[src/rtl/cva6_thread_scheduler_if.sv]
// Control/frontend bundle of the hardware-thread scheduler.
// The master side (CSR/control unit together with the frontend) drives the
// thread status and the frontend handshake. The slave side (the scheduler)
// returns the selected thread.
interface cva6_thread_scheduler_if #(
    parameter int NUM_THREADS     = 2,
    parameter int NUM_THREADS_LOG = (NUM_THREADS > 1) ? $clog2(NUM_THREADS) : 1,
    parameter int QUANTUM_W       = 8
);
    logic [NUM_THREADS-1:0]     thread_en_i;
    logic [NUM_THREADS-1:0]     thread_stall_i;
    logic [1:0]                 mode_i;
    logic [QUANTUM_W-1:0]       quantum_i;
    logic                       advance_i;
    logic                       flush_i;
    logic [NUM_THREADS_LOG-1:0] tid_o;
    logic                       tid_valid_o;
    logic                       switch_o;

    modport master (
        output thread_en_i, thread_stall_i, mode_i, quantum_i, advance_i, flush_i,
        input  tid_o, tid_valid_o, switch_o
    );

    modport slave (
        input  thread_en_i, thread_stall_i, mode_i, quantum_i, advance_i, flush_i,
        output tid_o, tid_valid_o, switch_o
    );
endinterface

[src/rtl/cva6_thread_scheduler.sv]
// Per-cycle hardware-thread selector for the multithreaded CVA6 frontend.
// It supports three modes: round-robin, coarse-grained (quantum/stall switch)
// and fixed priority. All outputs are registered.
// Optional macro CVA6_THREAD_STATS_EN: when it is defined, the design adds
// per-thread issue counters and a switch counter as extra output ports.
//
// state   | meaning
// --------+--------------------------------------------------------------
// ST_IDLE | no thread selected (after reset, flush or all ineligible)
// ST_RUN  | tid_o holds an eligible thread the frontend may fetch
module cva6_thread_scheduler #(
    parameter int NUM_THREADS     = 2,
    parameter int NUM_THREADS_LOG = (NUM_THREADS > 1) ? $clog2(NUM_THREADS) : 1,
    parameter int QUANTUM_W       = 8
) (
    input  logic                          clk_i,
    input  logic                          rst_ni,
    cva6_thread_scheduler_if.slave        sched_if
`ifdef CVA6_THREAD_STATS_EN
    ,
    output logic [NUM_THREADS*32-1:0]     stat_issue_o,
    output logic [31:0]                   stat_switch_o
`endif
);

    localparam int TW = NUM_THREADS_LOG;

    localparam logic [1:0] MODE_COARSE = 2'd1;
    localparam logic [1:0] MODE_PRIO   = 2'd2;

    typedef enum logic {
        ST_IDLE = 1'b0,
        ST_RUN  = 1'b1
    } state_t;

    state_t               r_state;
    state_t               w_state_nxt;
    logic [TW-1:0]        r_tid;
    logic [TW-1:0]        w_tid_nxt;
    logic                 r_switch;
    logic                 w_switch_nxt;
    logic [QUANTUM_W-1:0] r_count;
    logic [QUANTUM_W-1:0] w_count_nxt;
    logic [1:0]           r_mode_q;
    logic [NUM_THREADS-1:0] w_elig;
    logic                 w_any_elig;
    logic                 w_cur_elig;
    logic [TW-1:0]        w_next_after;
    logic [TW-1:0]        w_lowest;
    logic                 w_quantum_hit;

    // First eligible thread after cur, wrapping around; cur itself comes last.
    // Descending k, so the smallest distance is assigned last and wins.
    function automatic logic [TW-1:0] f_next_after(input logic [TW-1:0] cur,
                                                   input logic [NUM_THREADS-1:0] elig);
        logic [TW-1:0] sel;
        logic [TW-1:0] idx;
        int            pos;
        sel = cur;
        for (int k = NUM_THREADS; k >= 1; k--) begin
            pos = int'(cur) + k;
            if (pos >= NUM_THREADS) begin
                pos = pos - NUM_THREADS;
            end
            idx = pos[TW-1:0];
            if (elig[idx]) begin
                sel = idx;
            end
        end
        return sel;
    endfunction

    // The lowest-numbered eligible thread; 0 when no thread is eligible.
    function automatic logic [TW-1:0] f_lowest(input logic [NUM_THREADS-1:0] elig);
        logic [TW-1:0] sel;
        logic [TW-1:0] idx;
        sel = '0;
        for (int i = NUM_THREADS - 1; i >= 0; i--) begin
            idx = i[TW-1:0];
            if (elig[idx]) begin
                sel = idx;
            end
        end
        return sel;
    endfunction

    assign w_elig        = sched_if.thread_en_i & ~sched_if.thread_stall_i;
    assign w_any_elig    = |w_elig;
    assign w_cur_elig    = w_elig[r_tid];
    assign w_next_after  = f_next_after(r_tid, w_elig);
    assign w_lowest      = f_lowest(w_elig);
    // A compare against quantum-1 using >= also covers a quantum that is
    // lowered mid-run below the current count: the switch comes at the next advance.
    assign w_quantum_hit = (sched_if.quantum_i != '0) &&
                           (r_count >= (sched_if.quantum_i - QUANTUM_W'(1)));

    // Register the state, tid, switch pulse, quantum count and last-seen mode.
    always_ff @(posedge clk_i) begin
        if (!rst_ni) begin
            r_state  <= ST_IDLE;
            r_tid    <= '0;
            r_switch <= 1'b0;
            r_count  <= '0;
            r_mode_q <= 2'd0;
        end else begin
            r_state  <= w_state_nxt;
            r_tid    <= w_tid_nxt;
            r_switch <= w_switch_nxt;
            r_count  <= w_count_nxt;
            r_mode_q <= sched_if.mode_i;
        end
    end

    // Choose the next thread; the checks run in priority order, highest first.
    always_comb begin
        w_state_nxt = r_state;
        w_tid_nxt   = r_tid;
        w_count_nxt = r_count;

        if (NUM_THREADS == 1) begin
            w_tid_nxt   = '0;
            w_count_nxt = '0;
            w_state_nxt = w_elig[0] ? ST_RUN : ST_IDLE;
        end else if (sched_if.flush_i) begin
            w_state_nxt = ST_IDLE;
            w_count_nxt = '0;
        end else if (!w_any_elig) begin
            w_state_nxt = ST_IDLE;
        end else if (r_state == ST_IDLE) begin
            w_state_nxt = ST_RUN;
            w_tid_nxt   = w_next_after;
            w_count_nxt = '0;
        end else if (!w_cur_elig) begin
            w_tid_nxt   = w_next_after;
            w_count_nxt = '0;
        end else begin
            case (sched_if.mode_i)
                MODE_PRIO: begin
                    w_tid_nxt   = w_lowest;
                    w_count_nxt = '0;
                end
                MODE_COARSE: begin
                    if (sched_if.advance_i) begin
                        if (w_quantum_hit) begin
                            w_tid_nxt   = w_next_after;
                            w_count_nxt = '0;
                        end else begin
                            w_count_nxt = r_count + QUANTUM_W'(1);
                        end
                    end
                end
                default: begin
                    // Mode 3 is reserved and behaves the same as round-robin.
                    if (sched_if.advance_i) begin
                        w_tid_nxt = w_next_after;
                    end
                end
            endcase
        end

        // A new mode always starts with a fresh quantum.
        if (sched_if.mode_i != r_mode_q) begin
            w_count_nxt = '0;
        end

        w_switch_nxt = (w_state_nxt == ST_RUN) &&
                       ((w_tid_nxt != r_tid) || (r_state != ST_RUN));
    end

    assign sched_if.tid_o       = r_tid;
    assign sched_if.tid_valid_o = (r_state == ST_RUN);
    assign sched_if.switch_o    = r_switch;

`ifdef CVA6_THREAD_STATS_EN
    logic [NUM_THREADS-1:0][31:0] r_stat_issue;
    logic [31:0]                  r_stat_switch;

    // Credit each advance to the thread it was issued for, and count switch pulses.
    always_ff @(posedge clk_i) begin
        if (!rst_ni) begin
            r_stat_issue  <= '0;
            r_stat_switch <= '0;
        end else begin
            for (int i = 0; i < NUM_THREADS; i++) begin
                if (sched_if.advance_i && (r_state == ST_RUN) && (r_tid == i[TW-1:0])) begin
                    r_stat_issue[i] <= r_stat_issue[i] + 32'd1;
                end
            end
            if (r_switch) begin
                r_stat_switch <= r_stat_switch + 32'd1;
            end
        end
    end

    assign stat_issue_o  = r_stat_issue;
    assign stat_switch_o = r_stat_switch;
`endif

endmodule
[src/flat_wrapper.sv]
// flat-port wrapper written by rule: the top's interface ports become plain ports
module cva6_thread_scheduler_flat 
#(
    parameter int NUM_THREADS     = 2,
    parameter int NUM_THREADS_LOG = (NUM_THREADS > 1) ? $clog2(NUM_THREADS) : 1,
    parameter int QUANTUM_W       = 8
)
  (clk_i, rst_ni, sched_if_thread_en_i, sched_if_thread_stall_i, sched_if_mode_i, sched_if_quantum_i, sched_if_advance_i, sched_if_flush_i, sched_if_tid_o, sched_if_tid_valid_o, sched_if_switch_o);
  cva6_thread_scheduler_if #(.NUM_THREADS(NUM_THREADS), .NUM_THREADS_LOG(NUM_THREADS_LOG), .QUANTUM_W(QUANTUM_W)) sched_if_i ();
  input  logic clk_i;
  input  logic rst_ni;
  input wire logic [$bits(sched_if_i.thread_en_i)-1:0] sched_if_thread_en_i;
  input wire logic [$bits(sched_if_i.thread_stall_i)-1:0] sched_if_thread_stall_i;
  input wire logic [$bits(sched_if_i.mode_i)-1:0] sched_if_mode_i;
  input wire logic [$bits(sched_if_i.quantum_i)-1:0] sched_if_quantum_i;
  input wire logic [$bits(sched_if_i.advance_i)-1:0] sched_if_advance_i;
  input wire logic [$bits(sched_if_i.flush_i)-1:0] sched_if_flush_i;
  output wire logic [$bits(sched_if_i.tid_o)-1:0] sched_if_tid_o;
  output wire logic [$bits(sched_if_i.tid_valid_o)-1:0] sched_if_tid_valid_o;
  output wire logic [$bits(sched_if_i.switch_o)-1:0] sched_if_switch_o;
  assign sched_if_i.thread_en_i = sched_if_thread_en_i;
  assign sched_if_i.thread_stall_i = sched_if_thread_stall_i;
  assign sched_if_i.mode_i = sched_if_mode_i;
  assign sched_if_i.quantum_i = sched_if_quantum_i;
  assign sched_if_i.advance_i = sched_if_advance_i;
  assign sched_if_i.flush_i = sched_if_flush_i;
  assign sched_if_tid_o = sched_if_i.tid_o;
  assign sched_if_tid_valid_o = sched_if_i.tid_valid_o;
  assign sched_if_switch_o = sched_if_i.switch_o;
  cva6_thread_scheduler #(.NUM_THREADS(NUM_THREADS), .NUM_THREADS_LOG(NUM_THREADS_LOG), .QUANTUM_W(QUANTUM_W)) u_core (.clk_i(clk_i), .rst_ni(rst_ni), .sched_if(sched_if_i));
endmodule
[config.mk]
export PLATFORM = sky130hd
export DESIGN_NAME = cva6_thread_scheduler_flat
export DESIGN_NICKNAME = d
export VERILOG_FILES = /design/src/rtl/cva6_thread_scheduler_if.sv /design/src/rtl/cva6_thread_scheduler.sv /design/src/flat_wrapper.sv
export SDC_FILE = /design/constraint.sdc
export NUM_CORES = 1
export LEC_CHECK = 0
export ABC_AREA = 1
export BUFFER_PORTS_ARGS = -buffer_cell sky130_fd_sc_hd__buf_2
export CORE_UTILIZATION = 54
export CTS_BUF_LIST = sky130_fd_sc_hd__clkbuf_8 sky130_fd_sc_hd__clkbuf_16
export DETAILED_ROUTE_END_ITERATION = 6
export PLACE_DENSITY_LB_ADDON = 0.1
export SLEW_MARGIN = 5
export SYNTH_ARGS = -nofsm -noshare
export SYNTH_HDL_FRONTEND = slang
export SYNTH_SLANG_ARGS = --single-unit
[constraint.sdc]
create_clock -name clk_i -period 5.4 [get_ports clk_i]
set_input_delay 0.27 -clock clk_i [delete_from_list [all_inputs] [get_ports clk_i]]
set_output_delay 0.27 -clock clk_i [all_outputs]
set_load 0.02 [all_outputs]
; ---- Word-level counts from Yosys, hierarchy flattened
; Index checks and enable logic that the tools add are counted.
[word_totals]
in_bits = 18
regBits = 13
output_inout_bits = 3
[op_classes]
eq_ne = 6
n_lt_le_gt_ge = 6
reduce_logical = 7
bitwise = 4
muxes = 27
add_sub_neg = 6
[ops]
columns = op, n
row1 = 2-to-1 mux 8 bit, 4
row2 = 2-to-1 mux 1 bit, 21
row3 = case mux 8 bit (2 select lines), 1
row4 = adder 8 x 1 -> 8 bit (second input constant), 1
row5 = greater-or-equal comparator 8 bit, 1
row6 = != test 4 bit (second input constant), 2
row7 = nonzero test 8 bit, 1
row8 = subtractor 8 x 1 -> 8 bit (second input constant), 1
row9 = less-than comparator 1 x 2 -> 1 bit (second input constant), 3
row10 = adder 1 x 2 -> 3 bit (second input constant), 1
row11 = greater-or-equal comparator 3 x 2 -> 1 bit (second input constant), 1
row12 = AND reduction 3 bit, 1
row13 = OR reduction 3 bit, 1
row14 = adder 1 x 1 -> 2 bit (second input constant), 1
row15 = bitwise AND 2 bit, 1
row16 = equality test 2 x 1 -> 1 bit (second input constant), 1
row17 = equality test 2 bit (second input constant), 1
row18 = greater-or-equal comparator 2 bit (second input constant), 1
row19 = logical AND 1 bit, 2
row20 = != test 2 bit, 1
row21 = inverter 1 bit, 2
row22 = inverter 2 bit, 1
row23 = case mux 1 bit (2 select lines), 1
row24 = OR reduction 2 bit, 1
row25 = other kinds (3), 4

; ---- Logic depth before layout (Yosys ltp)
; Gate-level depths: netlist of the first run.
[logic_depth]
word_depth = 17
ltp_mapped = 20

; ---- Worst setup path after synthesis of the first run
; Ideal clock, no wire load.
[synth_path]
kind = input-to-reg
startpoint = in sched_if_quantum_i[2]
endpoint = reg u_core.r_switch, in the netlist u_core.sched_if.switch_o
slack_ps = 3154
cell_stages = 18
n_path_buf = 0
arrival_time_ps = 2176
cell_sequence = nor2_1 -> nand2_1 -> or3_1 -> nor3_1 -> xor2_1 -> ha_1 -> a21oi_1 -> o21a_1 -> nand2_1 -> nand3_1 -> nand2_1 -> nand3_1 -> nand2_1 -> nand2_1 -> nand3_1 -> nand2_1 -> inv_1 -> a21oi_1
[synth_between]
elab_chain_len = 13
[synth_rtl]
columns = item, line_no
row1 = start: declaration, flat_wrapper.sv:15  ; input wire logic [$bits(sched_if_i.quantum_i)-1:0] sched_if_quantum_i;
row2 = subtractor 8 x 1 -> 8 bit, cva6_thread_scheduler.sv:95  ; (r_count >= (sched_if.quantum_i - QUANTUM_W'(1)));
row3 = greater-or-equal comparator 8 bit, cva6_thread_scheduler.sv:95
row4 = logical AND 1 bit *, cva6_thread_scheduler.sv:94  ; assign w_quantum_hit = (sched_if.quantum_i != '0) &&
row5 = 2-to-1 mux 1 bit *, cva6_thread_scheduler.sv:144  ; if (w_quantum_hit) begin
row6 = 2-to-1 mux 1 bit *, cva6_thread_scheduler.sv:143  ; if (sched_if.advance_i) begin
row7 = case mux 1 bit (2 select lines) *, cva6_thread_scheduler.sv:137  ; case (sched_if.mode_i)
row8 = 2-to-1 mux 1 bit *, cva6_thread_scheduler.sv:133  ; end else if (!w_cur_elig) begin
row9 = 2-to-1 mux 1 bit *, cva6_thread_scheduler.sv:129  ; end else if (r_state == ST_IDLE) begin
row10 = 2-to-1 mux 1 bit *, cva6_thread_scheduler.sv:127  ; end else if (!w_any_elig) begin
row11 = 2-to-1 mux 1 bit *, cva6_thread_scheduler.sv:124  ; end else if (sched_if.flush_i) begin
row12 = != test 1 bit *, cva6_thread_scheduler.sv:167  ; ((w_tid_nxt != r_tid) || (r_state != ST_RUN));
row13 = logical OR 1 bit *, cva6_thread_scheduler.sv:167
row14 = logical AND 1 bit *, cva6_thread_scheduler.sv:166  ; w_switch_nxt = (w_state_nxt == ST_RUN) &&
row15 = end signal: assignment, cva6_thread_scheduler.sv:108  ; r_switch <= w_switch_nxt;
row16 = end: declaration, cva6_thread_scheduler.sv:40  ; logic r_switch;
; Every way passes the cells marked *; elsewhere a longest branch is shown, timed or not.
; A chain may end at the register's enable or synchronous reset.

; ---- Final worst setup path of the first run
[layout_path]
startpoint = in sched_if_quantum_i[2]
endpoint = reg u_core.r_count[5]
[layout_between]
elab_chain_len = 8
[layout_rtl]
columns = item, line_no
row1 = subtractor 8 x 1 -> 8 bit, cva6_thread_scheduler.sv:95
row2 = greater-or-equal comparator 8 bit, cva6_thread_scheduler.sv:95
row3 = logical AND 1 bit *, cva6_thread_scheduler.sv:94
row4 = 2-to-1 mux 8 bit *, cva6_thread_scheduler.sv:144
row5 = 2-to-1 mux 8 bit *, cva6_thread_scheduler.sv:143
row6 = case mux 8 bit (2 select lines) *, cva6_thread_scheduler.sv:137
row7 = 2-to-1 mux 8 bit *, cva6_thread_scheduler.sv:133
row8 = 2-to-1 mux 8 bit *, cva6_thread_scheduler.sv:129
row9 = end signal: assignment, cva6_thread_scheduler.sv:109  ; r_count <= w_count_nxt;
row10 = end: declaration, cva6_thread_scheduler.sv:42  ; logic [QUANTUM_W-1:0] r_count;
; Every way passes the cells marked *; elsewhere a longest branch is shown, timed or not. The select of a mux whose other input is x is not followed.

==> results of run 1 <==
[layout make-up]
cell class              instances  area [sq um]  share of cell area
multi-input cells             120         726.9              0.5652
flip-flops and latches         13         260.3              0.2023
inverters                      32         120.1             0.09339
repair buffers                 20         100.1             0.07782
clock buffers                   3         41.29             0.03210
well taps                      27         33.78             0.02626
clock inverters                 1         3.754            0.002918
[per-stage QoR]
step,power [uW],setup WS [ps],util,hold WS (ps),std cells
3_5_place_dp,147.9,2772,0.6392,511.2,212
4_1_cts,233.3,3018,0.6624,262.2,216
3_3_place_gp,146.4,2908,0.6392,502.4,212
6_report,230.8,3011,0.6624,265.1,216
5_1_grt,244.0,2761,0.6624,289.9,216
2_1_floorplan,132.4,3154,-,363.5,165
[sequential cells by signal (all words and copies together), names as in the netlist]
signal	count
u_core.r_count	8
u_core.r_mode_q	2
u_core.sched_if.switch_o	1
u_core.sched_if.tid_o	1
u_core.sched_if.tid_valid_o	1
[cell usage after synthesis, drive strengths merged]
master,n
a21boi,1
xnor2,4
inv,32
a31o,1
nand4,2
nor3,5
a41oi,1
or3,1
o21bai,1
o21a,2
nor4,1
nor2,22
a21oi,6
ha,12
nand2,40
nor3b,2
dfxtp,13
o21ai,6
xor2,5
nand3,8
[routing by layer]
layer / up-vias / track usage
li1: 568 / -
met1: 462 / 0.2936
met2: 8 / 0.3425
met3: 2 / 0.05769
met4: 0 / 0.03429
met5: - / 0
[worst max path at each step]
stage	to	slack [ps]	depth (start not counted)
finish	u_core.r_count[5]$_SDFFE_PP0P_	3010	16
global route	u_core.sched_if.switch_o$_SDFF_PN0_	2760	19
CTS	u_core.r_count[5]$_SDFFE_PP0P_	3020	16
detailed placement	u_core.r_count[5]$_SDFFE_PP0P_	2770	16
global placement	u_core.sched_if.switch_o$_SDFF_PN0_	2910	19
floorplan	u_core.sched_if.switch_o$_SDFF_PN0_	3150	18
[cells by family (layout without fill, tap and decap cells)]
| group | Yosys count | count (layout) | share of synthesized area |
|---|---|---|---|
| compound gates | 18 | 18 | 0.1141 |
| simple gates | 81 | 81 | 0.3356 |
| xor+xnor | 9 | 9 | 0.07118 |
| fa+ha+maj | 12 | 12 | 0.1356 |
| flops | 13 | 13 | 0.2350 |
| buf+inv | 32 | 56 | 0.1085 |
[worst max-delay path, stage by stage]
cell     delay (ps)
buf_2           120
nor2_1           90
nand2_1          80
or3_1           350
nor3_1          200
xor2_1          180
ha_1            270
a21oi_1         180
o21a_1          140
nand2_1          80
nand2_1          70
inv_1            50
nor2_1          120
o21ai_2         120
a21oi_2         150
o21a_1          120
[power groups by stage]
stage	clock network (uW)	logic [uW]	registers (uW)
after detailed placement	0	46.2	102
final	84.8	46.3	99.7
after floorplan	0	29.4	103
after global placement	0	44.8	102
after CTS	87.1	46.5	99.6
after global routing	90.8	53.1	100
==> results_dict.tcl, run 1 <==
set metrics [dict create \
    coreArea_sq_um 1942 \
    grt_pass1_vias 830 \
    dp_hpwl_mm 1.816 \
    area_delta_synth_final_pct 16.16 \
    antennaDiodeCount 0 \
    cp_max_fo 6 \
    p_per_area_nw_per_um2 179.4 \
    cts_buffers 3 \
    critPathLaunchType "input pin" \
    dr_total_vias 1040 \
    cts-root-buf "clkbuf_8" \
    wl_met2_um 973 \
    track_usage 0.2147 \
    mostFrequentLayoutCells "38 x nand2_1, 31 x inv_1, 20 x nor2_1, 20 x buf_2, 13 x dfxtp_1" \
    clkPwrFrac 0.368 \
    grt_max_degree 10 \
    rr_worst_depth 16 \
    ant_nets 0 \
    synthesis.nets 195 \
    fp-row-count 16 \
    yosysTopAreaCell "dfxtp_1" \
    max_cap_viol_count 0 \
    synthTopCellsByArea "dfxtp_1 24%, ha_1 14%, nand2_1 13%" \
    hold_class "input pin to register" \
    hold_violations 0 \
    postCtsSetupBuffers 0 \
    drive_above_1_share 0.1799 \
    timing.rr.start "u_core.r_count[0]$_SDFFE_PP0P_" \
    clk_latency_ps 240 \
    slew_violations 0 \
    yosysWarnings 0 \
    drc 0 \
    ys_ff_latch 13 \
    clock_skew_ps 7.914 \
    fmax_mhz 418.6 \
    min_to "u_core.r_mode_q[1]$_SDFF_PN0_" \
    cell_internal_pwr_uw 166.8 \
    fillers 192 \
    status "finished clean" \
    cts_tree "done" \
    die_w_um 47.29 \
    setup_viol_count_final 0 \
    htree_levels 1 \
    ys_types 28 \
    drt_iter0_markers 13 \
    portBuffers 20 \
    dpl-instance-area_sq_um 1241 \
    synth_cells 165 \
    wl_per_cell_um 9.792 \
    grt_pass1_wl_mm 3.408 \
    dr_wl_met3_um 48 \
    io_pins 21 \
    clk_pin_slew_ps 60 \
    sw_frac_of_total 0.2774 \
    reg2reg_slack_ps 3630 \
    tns_ps 0 \
    slew_headroom 0.5624 \
    p_switching_uw 64.03 \
    rsz0062_at_grt "false" \
    crit_path_end_kind "register" \
    timing.rr.end "u_core.sched_if.switch_o$_SDFF_PN0_" \
    vias_per_cell 4.815 \
    p_comb_frac 0.200 \
    crit_arrival_ps 2580 \
    hold_path_depth 3 \
    die_y_um 47.29 \
    top_layer "met4" \
    critical_path.startpoint "sched_if_quantum_i[2]" \
    wl_mm 2.115 \
    syn_area_per_cell_sq_um 6.711 \
    nets 220 \
    antenna_found_initial 0 \
    drt-met1-wl_mm 1.086 \
    overflow 0 \
    hold_buffers 0 \
    min_period_ps 2389 \
    worstSetupPathType "input pin to register" \
    hp-start "sched_if_mode_i[1]" \
    cts_buffer_depth 2 \
    tightest_slew_ps 650.5 \
    synth_top_area_share 0.2350 \
    cts.repair.resized 0 \
    p_seq_frac 0.432 \
    dieArea_sq_um 2236 \
    fin_crit_sh 0.4424 \
    first_pass_iters 4 \
    start_util 0.5702 \
    cp.required_ps 5590 \
    synth_area_sq_um 1107 \
    place_congestion 0.8209 \
    ys_seq_area_frac 0.2350 \
    layout_commonest_cell "nand2_1" \
    cts.sinks 13 \
    fin_area_sq_um 1286 \
    leakagePower_uw 0.0006627 \
    ir_worst_vdd_v 0.0002202 \
]
(Power assumes the default switching activity.)
==> run 2: changes to the inputs <==
- ABC_AREA: 1 -> 0
- clock period: 5.4 -> 2.2 ns (I/O delays scaled with it)
==> run 2 against run 1 <==
  * Cell count fell by 13%
  * Critical path type unchanged
  * Synthesized area fell by 3.3%
  * Via count rose by 0.19%
  * Critical endpoint is now u_core.sched_if.switch_o$_SDFF_PN0_
  * Highest routed layer unchanged
  * Die area fell by 3.1%
  * Synthesized cell count fell by 19%
  * Sequential power rose by 150%
  * Clock power rose to 2.6 times the previous value
  * Critical path depth fell by 2
  * Wire length rose by 14%
  * Clock-buffer cell count did not move
  * Core utilization rose by 9.2 points
==> results_dict.tcl, run 2 <==
set metrics [dict create \
    status "finished clean" \
    mostFrequentLayoutCells "20 x buf_2, 14 x nor2_1, 13 x dfxtp_1" \
    wl_met2_mm 1.267 \
    slew_headroom 0.6472 \
    crit_arrival_ps 2250 \
    regMostFlops "u_core.r_count" \
    antenna_found_initial 0 \
    first_pass_iters 4 \
    cts_buffers 3 \
    synth-edff-count 0 \
    drive_above_1_share 0.3006 \
    synth_cells 133 \
    worstSetupPathType "input pin to register" \
    hold_class "input pin to register" \
    tightest_slew_ps 528.1 \
    netlist_top_cells_count "16 x nor2_1, 13 x dfxtp_1, 12 x ha_1" \
    fin_crit_sh 0.9618 \
    min_period_ps 2116 \
    fp-row-count 15 \
    fmax_mhz 472.6 \
    holdWs_ps 121.8 \
    cts_tree "done" \
    portBuffers 20 \
    dr_wl_met3_um 86 \
    synthesis.nets 163 \
    dieArea_sq_um 2166 \
    setup_viol_count_final 0 \
    ir_worst_vdd_v 0.0003614 \
    place_congestion 0.7867 \
    area_delta_synth_final_pct 25.58 \
    die_y_um 46.54 \
    drc 0 \
    cp_max_fo 3 \
    io_pins 21 \
    ys_types 35 \
    syn_area_per_cell_sq_um 8.053 \
    coreArea_sq_um 1783 \
    vias_per_cell 5.543 \
    die_w_um 46.54 \
    grt_max_degree 11 \
    nets 194 \
    dp_hpwl_mm 1.894 \
    grt_pass1_wl_mm 3.726 \
    dr_total_vias 1042 \
    wl_per_cell_um 12.82 \
    p_total_uw 583.9 \
    cp.required_ps 2340 \
    clock_skew_ps 9.753 \
    largest_register_ffs 8 \
    clk_latency_ps 250 \
    layout_commonest_cell "buf_2" \
    synthTopCellsByArea "dfxtp_1 24%, ha_1 14%, xor2_1 7.4%" \
    drt-met1-wl_mm 1.001 \
    synth_area_sq_um 1071 \
    crit_path_end_kind "register" \
    yosysMostFrequentCell "nor2_1" \
    ys_seq_area_frac 0.2430 \
    start_util 0.6007 \
    cts_buffer_depth 2 \
    wl_mm 2.411 \
    synth_top_area_share 0.2430 \
    async_flop_share 0 \
    synth_flop_cell "dfxtp_1" \
    top_layer "met4" \
    p_per_area_nw_per_um2 434.1 \
    htree_levels 1 \
    cts-root-buf "clkbuf_8" \
    cts.sinks 13 \
    max_cap_viol_count 0 \
    grt_pass1_vias 945 \
    track_usage 0.2472 \
    leakagePower_uw 0.0005623 \
    overflow 0 \
    clk_pin_slew_ps 60 \
    ant_nets 0 \
    antennaDiodeCount 0 \
    critPathLaunchType "input pin" \
    yosysWarnings 0 \
    yosysTopAreaCell "dfxtp_1" \
    ys_ff_latch 13 \
    drt_iter0_markers 16 \
    hold_violations 0 \
    slew_violations 0 \
    reg_top3 "u_core.r_count x8, u_core.r_mode_q x2" \
]
-- run 2: cells by family after synthesis --
logic type,Yosys count,synth area share
xor+xnor,15,0.1227
simple gates,56,0.2851
flops,13,0.2430
buf+inv,11,0.03855
compound gates,26,0.1706
fa+ha+maj,12,0.1402
-- run 2: layer usage --
layer  track usage  vias to the layer above
met4        0.1118                        0
li1              -                      532
met2        0.4444                       29
met1        0.2582                      472
met3       0.07451                        9
met5             0                        -
-- run 2: worst max-delay path, cell delays in order --
cell and delay [ps]:
buf_2 120, inv_2 60, ha_2 170, or4b_4 480, nor2_4 110, xnor2_1 70, ha_1 290, nand2_2 90
o21ai_2 170, nand3_1 110, buf_4 150, a21oi_4 140, o21a_1 140, nor3_2 40
-- run 2: path summary, 6_finish.rpt --
path,from,endpoint,cells after the start,slack [ps]
worst max-delay path,sched_if_quantum_i[0],u_core.sched_if.switch_o$_SDFF_PN0_,14,80
worst min-delay path,sched_if_mode_i[0],u_core.r_mode_q[0]$_SDFF_PN0_,2,120
worst max register to register,u_core.sched_if.tid_o$_SDFF_PN0_,u_core.sched_if.switch_o$_SDFF_PN0_,6,390
worst min register to register,u_core.r_count[7]$_SDFFE_PP0P_,u_core.r_count[7]$_SDFFE_PP0P_,2,530
-- run 2: area by class of cell --
| type | count | area [sq um] |
|---|---|---|
| clock buffer | 3 | 41.29 |
| clock inverter | 1 | 5.005 |
| fill | 142 | 437.9 |
| inverter | 10 | 37.54 |
| multi-input combinational | 109 | 817.0 |
| sequential | 13 | 260.3 |
| tap | 25 | 31.28 |
| timing repair buffer | 27 | 152.6 |
-- run 2: metrics by stage --
| step | util | setup TNS [ps] | cell area, sq um | instances | setup WS, ps |
|---|---|---|---|---|---|
| 6_report | 0.7544 | 0 | 1345 | 188 | 84.09 |
| 5_1_grt | 0.7544 | -35.08 | 1345 | 188 | -22.03 |
| 4_1_cts | 0.7305 | 0 | 1303 | 187 | 41.45 |
| 3_5_place_dp | 0.7046 | -844.6 | 1256 | 183 | -212.3 |
| 3_3_place_gp | 0.7046 | -168.2 | 1256 | 183 | -105.4 |
| 2_1_floorplan | - | 0 | 1084 | 133 | 1.401 |
-- run 2: repair_timing --
item,CTS,global route
hold buffers,0,0
setup endpoints to repair,0,4
gates resized for setup,0,9
setup buffers,0,1
-- run 2: where the power goes --
| group | internal (uW) | leakage [uW] | switching [uW] |
|---|---|---|---|
| Clock | 125 | 0.0000255 | 92.1 |
| Combinational | 54.1 | 0.000431 | 67.2 |
| Sequential | 241 | 0.000106 | 4.74 |
